===== src/rtl/pix_chk_report_slot.sv =====
// Single-entry valid/ready report register; a load into a full, unpopped slot is
// dropped and sets a sticky overflow flag. Load and pop in one cycle replace the entry.
module pix_chk_report_slot #(
    parameter type rpt_t = logic
) (
    input  logic clk,
    input  logic rst,
    input  logic ld_vld,
    input  rpt_t ld_dat,
    input  logic out_rdy,
    output logic out_vld,
    output rpt_t out_dat,
    output logic overflow
);

    logic vld_q, vld_d;
    rpt_t dat_q, dat_d;
    logic ovf_q, ovf_d;
    logic pop;

    always_comb begin
        vld_d = vld_q;
        dat_d = dat_q;
        ovf_d = ovf_q;
        pop   = vld_q && out_rdy;
        if (ld_vld && (!vld_q || pop)) begin
            vld_d = 1'b1;
            dat_d = ld_dat;
        end else if (ld_vld) begin
            ovf_d = 1'b1;
        end else if (pop) begin
            vld_d = 1'b0;
        end
    end

    always_ff @(posedge clk) begin
        if (rst) begin
            vld_q <= 1'b0;
            dat_q <= '0;
            ovf_q <= 1'b0;
        end else begin
            vld_q <= vld_d;
            dat_q <= dat_d;
            ovf_q <= ovf_d;
        end
    end

    assign out_vld  = vld_q;
    assign out_dat  = dat_q;
    assign overflow = ovf_q;

endmodule


===== config.mk =====
export PLATFORM = sky130hd
export DESIGN_NAME = pix_chk_report_slot
export DESIGN_NICKNAME = d
export VERILOG_FILES = /design/src/rtl/pix_chk_report_slot.sv
export SDC_FILE = /design/constraint.sdc
export NUM_CORES = 1
export LEC_CHECK = 0
export CORE_AREA = 5 5 42 44
export CTS_CLUSTER_DIAMETER = 40
export DETAILED_ROUTE_END_ITERATION = 10
export DIE_AREA = 0 0 47 49
export PLACE_DENSITY = 0.33
export SLEW_MARGIN = 20
export SYNTH_ARGS = -nofsm -noshare
export SYNTH_HDL_FRONTEND = slang
export SYNTH_SLANG_ARGS = --single-unit

===== constraint.sdc =====
create_clock -name clk -period 0.8 [get_ports clk]
set_input_delay 0.08 -clock clk [delete_from_list [all_inputs] [get_ports clk]]
set_output_delay 0.08 -clock clk [all_outputs]
set_load 0.02 [all_outputs]

==> summary.txt <==
Final layout
  • Final core utilization: between 10% and 20%
  • Area added between synthesis and finish: 120%
  • Diode count: 0
  • Nets: 29
  • Layout cells sized above 1: a little over two fifths

Min path
  • Worst hold path class: primary input to flop

Power
  • VDD IR max: 396 µV
  • Power, Total: ~0.5 mW
  • Static Leakage: between 0.09 and 0.1 nW
  • PwrDens: ~2100 nW/µm²

Clock tree
  • CTS Buf Count: 3
  • TritonCTS clock tree: done
  • Max clock buf depth: 2
  • Hold buffers post-CTS: 0
  • H-tree levels: 1
  • Clock transition at path regs: approximately 40 ps
  • Root Driver: clkbuf_4
  • Worst skew pair latency: approximately 230 ps
  • Sink Count: 3

Yosys
  • #FFs+latches synth: 3
  • Synth cell types: 8
  • Leading area contributor after synthesis: dfxtp_1
  • Post-synth ARST share: 0%
  • Top_reg_cell synth: dfxtp_1
  • Synth warn: 0
  • Synthesized cell area: between 100 and 150 µm²
  • EDFF count, synth: 0
  • Seq/Total Area, Yosys: a little under three fifths
  • Post-Syn Nets: 17
  • Area contributors post-synth: dfxtp_1 56%, nor2_1 10%, a21oi_2 8.1%
  • Cell count after synthesis: 12
  • Synth top cells by count: 3 x dfxtp_1, 3 x nor2_1
  • Top-area cell type share of the netlist area: 55.8%
  • Mean Syn Cell Area: approximately 9.0 µm²

Detailed routing
  • Iter 0 DRT Violations: 0
  • Post-Route WL: 314 µm
  • Post-detailed-route count of antenna-violating nets: 0
  • Vias: about 120
  • DRC: 0
  • Vias per cell: a little over 3
  • WL per Instance: ~8 µm
  • Initial DRT Pass Iterations: 1

Run
  • Max-cap violations: 0

Floorplan
  • Die Wd: 47 µm
  • Core area: about 1400 µm²
  • Row cnt: 14
  • Starting Density: under 10%
  • Die H: a little under 50 µm
  • DIE AREA: between 2000 and 2500 µm²
  • I/O pins: 8

Critical path
  • Startpoint type of the worst setup path: flop
  • Kind of critical path: flop to flop
  • Critical Path End: out_dat$_SDFFE_PP0P_
  • FF-to-FF Start: out_vld$_SDFFE_PP0P_
  • Worst Reg2Reg Path Length in Cells: 3
  • WP data arrival: roughly 970 ps
  • Critical Path Start: out_vld$_SDFFE_PP0P_
  • CP Max Fanout: 4
  • Crit. End Element: flop
  • FF-to-FF setup slack: between 1.5 and 2 ps
  • Reg2Reg Capture Point: out_dat$_SDFFE_PP0P_
  • Worst Path Required: 970 ps

STA
  • Worst-Margin Slew: between 150 and 200 ps
  • Fin crit period: ~800 ps
  • Fmax: 1250 MHz
  • Fin. Hold Viols: 0
  • # setup viols final: 0
  • Worst clock skew: 4.08 ps
  • Slew Limit Fails: 0
  • Max-slew headroom: about nine tenths
  • RSZ-0062 raised after global routing: true
  • Fin crit share: 99.8%

Global route
  • Total grt overflow: 0
  • Vias in the first global route: roughly 110
  • Initial antenna violation count: 0
  • Largest net degree at the start of global routing: 5
  • First-pass GRT wire length: approximately 470 µm
  • Overall Global Routing Usage: under 10%

Outcome
  • Outcome: finished, final reports clean

Place
  • Port Buffers: 7
  • Placer Congestion: around 0.66
per-stage QoR:
stage / cells / instance area, µm² / TNS [ps] / worst slack, ps / hold slack, ps
floorplan: 12 / 119 / 0 / 2.28 / 142
global placement: 35 / 209 / -1050 / -208 / 468
detailed placement: 35 / 209 / -1040 / -212 / 464
CTS: 39 / 228 / 0 / 0.221 / 440
global route: 39 / 236 / -58.8 / -23.3 / 447
finish: 39 / 236 / 0 / 1.79 / 444
critical path, cell delays in order (launching register included):
cell and delay (ps):
dfxtp_4 330, nor2b_4 130, nand3b_1 160, a21oi_2 120
final cells by class:
type / count / area, µm²
multi-input cells: 8 / 51.3
well taps: 16 / 20.0
inverters: 1 / 3.75
clock buffers: 4 / 26.3
flip-flops and latches: 3 / 65.1
fillers: 164 / 1160
repair buffers: 7 / 70.1
what timing repair did:
action | in CTS | in global routing
cloned | 0 | 0
setup buffers | 0 | 0
gates resized for setup | 15 | 3
endpoints found under the setup margin | 3 | 4
pin swaps | 0 | 0
registers in the layout (all words and copies together), names as in the netlist:
| name | flops |
|---|---|
| out_dat | 1 |
| out_vld | 1 |
| overflow | 1 |
cells by family (layout without fill, tap and decap cells):
logic type / after synthesis / after routing / synth area share, %
and+or+nand+nor: 5 / 5 / 23.3
DFF: 3 / 3 / 55.8
buffers and inverters: 1 / 12 / 3.49
AOI/OAI and AO/OA: 3 / 3 / 17.4
metal layers:
| layer | track usage (%) | share of wire (%) |
|---|---|---|
| met3 | 5.90 | 21 |
| met4 | 4.15 | 0 |
| met1 | 4.40 | 55 |
| met2 | 2.04 | 23 |
| met5 | 0 | 0 |
how the worst min path moves through the flow:
stage	from	to	slack (ps)	cells past startpoint
final	ld_dat	out_dat$_SDFFE_PP0P_	440	3
after global routing	ld_dat	out_dat$_SDFFE_PP0P_	450	3
after CTS	ld_dat	out_dat$_SDFFE_PP0P_	440	3
after detailed placement	overflow$_SDFFE_PP0P_	overflow$_SDFFE_PP0P_	460	2
after global placement	overflow$_SDFFE_PP0P_	overflow$_SDFFE_PP0P_	470	2
after floorplan	rst	out_dat$_SDFFE_PP0P_	140	1
placed cells by master, fill, tap and decap left out:
cell             netlist  final
clkbuf_4               0      3
nor2b_4                0      1
a21oi_1                1      1
dfxtp_2                0      1
clkbuf_1               0      1
inv_1                  1      1
nor2_1                 3      3
buf_4                  0      1
clkdlybuf4s50_1        0      4
nand3b_1               1      1
o21ai_1                1      1
a21oi_2                1      1
buf_6                  0      2
dfxtp_4                0      1
dfxtp_1                3      1
where the power goes:
part	internal [mW]	switching, mW	total (mW)
registers	0.158	0.00487	0.163
clock network	0.187	0.0780	0.265
logic	0.0407	0.0296	0.0704
Power figures use the tool's default switching activity.
